==> config.mk <==
export PLATFORM = sky130hd
export DESIGN_NAME = dmem_arbiter
export DESIGN_NICKNAME = d
export VERILOG_FILES = /design/src/rtl/dmem_arbiter.sv
export SDC_FILE = /design/constraint.sdc
export NUM_CORES = 1
export LEC_CHECK = 0
export CAP_MARGIN = 20
export CORE_ASPECT_RATIO = 0.5
export CORE_UTILIZATION = 40
export CTS_CLUSTER_SIZE = 12
export DETAILED_ROUTE_END_ITERATION = 10
export PLACE_DENSITY = 0.81
export SLEW_MARGIN = 0
export SYNTH_ARGS = -nofsm -noshare
export SYNTH_HDL_FRONTEND = slang
export SYNTH_SLANG_ARGS = --single-unit
==> constraint.sdc <==
create_clock -name clk -period 1.85 [get_ports clk]
set_input_delay 0.185 -clock clk [delete_from_list [all_inputs] [get_ports clk]]
set_output_delay 0.185 -clock clk [all_outputs]
set_load 0.01 [all_outputs]
==> src/rtl/dmem_arbiter.sv <==
// Round-robin arbiter sharing one single-port data memory between the core (port 0) and the
// debug/loader (port 1). One transaction at a time: IDLE accepts, ACCESS drives memory, RESP replies.
module dmem_arbiter #(
  parameter int ADDR_W = 5,
  parameter int DATA_W = 32
) (
  input  logic              clk,
  input  logic              rst,

  input  logic              r0_req_valid,
  output logic              r0_req_ready,
  input  logic              r0_req_we,
  input  logic [ADDR_W-1:0] r0_req_addr,
  input  logic [DATA_W-1:0] r0_req_wdata,
  output logic              r0_rsp_valid,
  output logic [DATA_W-1:0] r0_rsp_rdata,

  input  logic              r1_req_valid,
  output logic              r1_req_ready,
  input  logic              r1_req_we,
  input  logic [ADDR_W-1:0] r1_req_addr,
  input  logic [DATA_W-1:0] r1_req_wdata,
  output logic              r1_rsp_valid,
  output logic [DATA_W-1:0] r1_rsp_rdata,

  output logic              mem_read_flag,
  output logic              mem_write_flag,
  output logic [ADDR_W-1:0] mem_addr,
  output logic [DATA_W-1:0] mem_wdata,
  input  logic [DATA_W-1:0] mem_rdata,

  output logic              busy,
  output logic              grant_id
);

  typedef enum logic [1:0] {
    IDLE   = 2'd0,
    ACCESS = 2'd1,
    RESP   = 2'd2
  } state_t;

  state_t            state;
  logic              rr_ptr;
  logic              winner;
  logic              sel_we;
  logic [ADDR_W-1:0] sel_addr;
  logic [DATA_W-1:0] sel_wdata;

  always_comb begin
    // NOTE: every variable gets a default before any branch, so no latch can be inferred.
    winner = rr_ptr;
    if (r0_req_valid && !r1_req_valid)      winner = 1'b0;
    else if (r1_req_valid && !r0_req_valid) winner = 1'b1;
    sel_we    = winner ? r1_req_we    : r0_req_we;
    sel_addr  = winner ? r1_req_addr  : r0_req_addr;
    sel_wdata = winner ? r1_req_wdata : r0_req_wdata;
  end

  assign r0_req_ready = (state == IDLE) && r0_req_valid && !winner;
  assign r1_req_ready = (state == IDLE) && r1_req_valid &&  winner;
  assign busy         = (state != IDLE);

  // NOTE: non-blocking assignments only, so every register samples pre-edge values together.
  always_ff @(posedge clk) begin
    if (rst) begin
      state          <= IDLE;
      rr_ptr         <= 1'b0;
      grant_id       <= 1'b0;
      r0_rsp_valid   <= 1'b0;
      r1_rsp_valid   <= 1'b0;
      r0_rsp_rdata   <= '0;
      r1_rsp_rdata   <= '0;
      mem_read_flag  <= 1'b0;
      mem_write_flag <= 1'b0;
      mem_addr       <= '0;
      mem_wdata      <= '0;
    end else begin
      case (state)
        IDLE: begin
          if (r0_req_valid || r1_req_valid) begin
            grant_id       <= winner;
            mem_write_flag <= sel_we;
            mem_read_flag  <= ~sel_we;
            mem_addr       <= sel_addr;
            mem_wdata      <= sel_wdata;
            state          <= ACCESS;
          end
        end
        ACCESS: begin
          // mem_write_flag still carries this access's direction during ACCESS.
          mem_read_flag  <= 1'b0;
          mem_write_flag <= 1'b0;
          if (grant_id) begin
            r1_rsp_valid <= 1'b1;
            r1_rsp_rdata <= mem_write_flag ? '0 : mem_rdata;
          end else begin
            r0_rsp_valid <= 1'b1;
            r0_rsp_rdata <= mem_write_flag ? '0 : mem_rdata;
          end
          state <= RESP;
        end
        RESP: begin
          r0_rsp_valid <= 1'b0;
          r1_rsp_valid <= 1'b0;
          rr_ptr       <= ~grant_id;
          state        <= IDLE;
        end
        default: state <= IDLE;
      endcase
    end
  end

endmodule

==> results.toml <==
[cells_and_area]
drive_above_1_share_pct = 4.91
layout.filler_cells = 837
seqCellArea_um2 = 2180
multi_input_comb_area_um2 = 1900
layout.nets = 800
num_antenna_cells = 0
area_overhead_of_the_layout_relative_to_synthesis_pct = 62.1

[clocking]
cts_hold_buffers = 0
cts_repair_resize_count = 0
cts.clk_slew.worst_paths_ps = 70
clk-insertion-delay-late_ps = 340
cts_max_path_buffers = 2
clockRootBuffer = "clkbuf_16"
tritoncts_clock_tree = "built"
cts_post_setup_buffers_inserted = 0
clkSinkCount = 109
cts-buffers-inserted = 9
ctsHtreeMaxLevel = 3

[sta]
finalHoldViolCount = 0
report.final.setup_viol = 0
layout_worst_path_cycle_share_pct = 94.0
max-slew-margin-rel_pct = 66.0
setup_tns_ps = 0
finalMaxSlewViolations = 0
timing.final.crit_period_ps = 1740
worst_pin_slew_ps = 510
maxClockFrequency_mhz = 575
setup_skew_ps = 6.13
rsz0062_at_grt = "false"

[routing]
detail-route-antenna-nets = 0
vias = 4047
vias_per_cell = 4.86
detail_route.iter0.violations = 183
drc_errors_left = 0
drt_wl_total_mm = 12.3
drt-pass1-iter-count = 4
route.detailed.wl_per_inst_um = 14.8

[synth]
ys.flop_type = "dfxtp_1"
yosysWarnings = 0
async_sr_flop_fraction_pct = 0
yosysSeqAreaShare_pct = 50.7
yosysUniqueCellTypes = 27
synthesis.area_um2 = 4300
synth_enable_flop_cells = 0
mappedNetlistNets = 593
postSynthCellCount = 481
ffs_latches_synth = 109
synth_area_per_cell_um2 = 8.94

[worst_setup_path]
cp.buffers_inverters = 1
crit_chain = "nor2_4 -> o211a_1 -> clkdlybuf4s50_1"
rr_endpoint = "r1_rsp_rdata[24]$_SDFFE_PP0P_"
criticalPathCategory = "reg -> out"
endpoint_kind = "output pin"
worst-endpoint-required_ps = 1660
regToRegStartpoint = "state[0]$_SDFFE_PP0P_"
cp.arrival_ps = 1550
crit_path_max_incr_delay_ps = 540
critical_path_peak_fanout = 4
worst_r2r_path_depth = 5
crit_path_top_delay_cell = "clkdlybuf4s50_1"
setup.worst_path.start_class = "register"
rrSetupSlack_ps = 470
crit_family = "buffers and inverters"

[min_path]
hold_end = "grant_id$_SDFFE_PP0P_"
timing.hold.worst_path_depth = 2
worst_hold_startpoint = "rst"
timing.hold.worst.class = "in -> reg"

[power]
peakVddDrop_v = 0.000458
power.leakage_uw = 0.00252
totalPowerFinal_uw = 5890
power.density_nw_per_um2 = 846

[global_routing]
grt.overflow.total = 0
grt_start_max_net_pins = 50
grt_pass1_wl_mm = 18.5
grt_pass1_vias = 3757
grt_antenna_before_repair = 0
global_route.usage.total_pct = 21.0

[placed_design]
globalplace.congestion = 0.750
dpl.hpwl_mm = 8.68
io_buffer_count = 220

[run_status]
outcome = "complete, no violations"

[floorplanning]
floorplan.core_area_um2 = 10300
die_height_um = 75.3
initial_core_util_pct = 41.7
io_pins = 221
die_area_um2 = 11200
num_rows = 26
floorplan.die.width_um = 149

[run]
cap_violations = 0
## per-layer routing
layer,GRT usage [%],part of all wire [%]
met5,0,0
met4,5.96,1.5
met3,5.81,7.1
met2,38.6,49
met1,24.5,42
## metrics by stage
stage | worst slack, ps | util (%) | cells | hold slack, ps | instance area (µm²)
floorplan | 523 | - | 481 | 360 | 4300
global placement | 127 | 64.2 | 817 | 441 | 6620
detailed placement | 97.2 | 64.2 | 817 | 445 | 6620
CTS | 6.48 | 67.5 | 833 | 256 | 6960
global route | 20.5 | 67.6 | 833 | 271 | 6970
finish | 111 | 67.6 | 833 | 269 | 6970
## Yosys cell counts, types with 2 or more instances
cell type  number  area [µm²]
a21oi_1        69         345
buf_2          14        70.1
buf_6           7        78.8
clkbuf_1       13        48.8
dfxtp_1       109        2180
inv_2           2        7.51
mux2i_1        38         380
nand2_1       131         492
nand2b_1        2        12.5
nor2_1          8        30.0
nor2b_1        36         225
o2bb2ai_1      37         324
## report_power, final
part           internal [µW]  total [µW]  switching, µW
Combinational            651        1140            485
Sequential              2500        2580           85.5
Clock                   1330        2180            846
## registers in the layout (all words and copies together), names as in the netlist
signal	cells
r0_rsp_valid	1
r0_rsp_rdata	32
mem_addr	5
r1_rsp_valid	1
state	2
rr_ptr	1
mem_read_flag	1
grant_id	1
r1_rsp_rdata	32
mem_write_flag	1
mem_wdata	32
## cell families (layout without fill, tap and decap cells)
family | Yosys count | count (layout) | synth area share (%)
fa+ha+maj | 1 | 1 | 0.262
simple gates | 181 | 181 | 18.2
buf+inv | 40 | 252 | 5.24
mux | 38 | 38 | 8.84
compound gates | 112 | 112 | 16.7
flops | 109 | 109 | 50.7
## cell type report
cell class / instances / area share [%]
Clock buffer: 11 / 3.34
Clock inverter: 5 / 1.53
Inverter: 3 / 0.162
Multi-Input combinational cell: 332 / 27.3
Sequential cell: 109 / 31.3
Tap cell: 140 / 2.51
Timing Repair Buffer: 233 / 33.9
## how the worst max path moves through the flow
stage	startpoint	to	cells after the start	slack (ps)
after global routing	state[1]$_SDFFE_PP0P_	r1_req_ready	3	20
after CTS	state[1]$_SDFFE_PP0P_	r0_req_ready	4	6
final	state[1]$_SDFFE_PP0P_	r1_req_ready	3	110
after global placement	r0_req_valid	mem_wdata[25]$_SDFFE_PP0P_	6	130
after floorplan	state[0]$_SDFFE_PP0P_	mem_wdata[10]$_SDFFE_PP0P_	7	520
after detailed placement	r0_req_valid	mem_wdata[16]$_SDFFE_PP0P_	6	100
## cell usage in the layout, fill, tap and decap left out, types with 2 or more instances in the layout
cell,instances
a21oi_1,69
nand2_1,131
nor2b_1,35
inv_2,2
clkbuf_1,2
clkbuf_16,9
buf_4,8
nor2_1,7
nand2b_1,2
buf_12,5
o2bb2ai_1,37
mux2i_1,38
bufinv_16,3
clkdlybuf4s50_1,218
dfxtp_1,109
No activity file was read; power rests on OpenSTA's default activity.
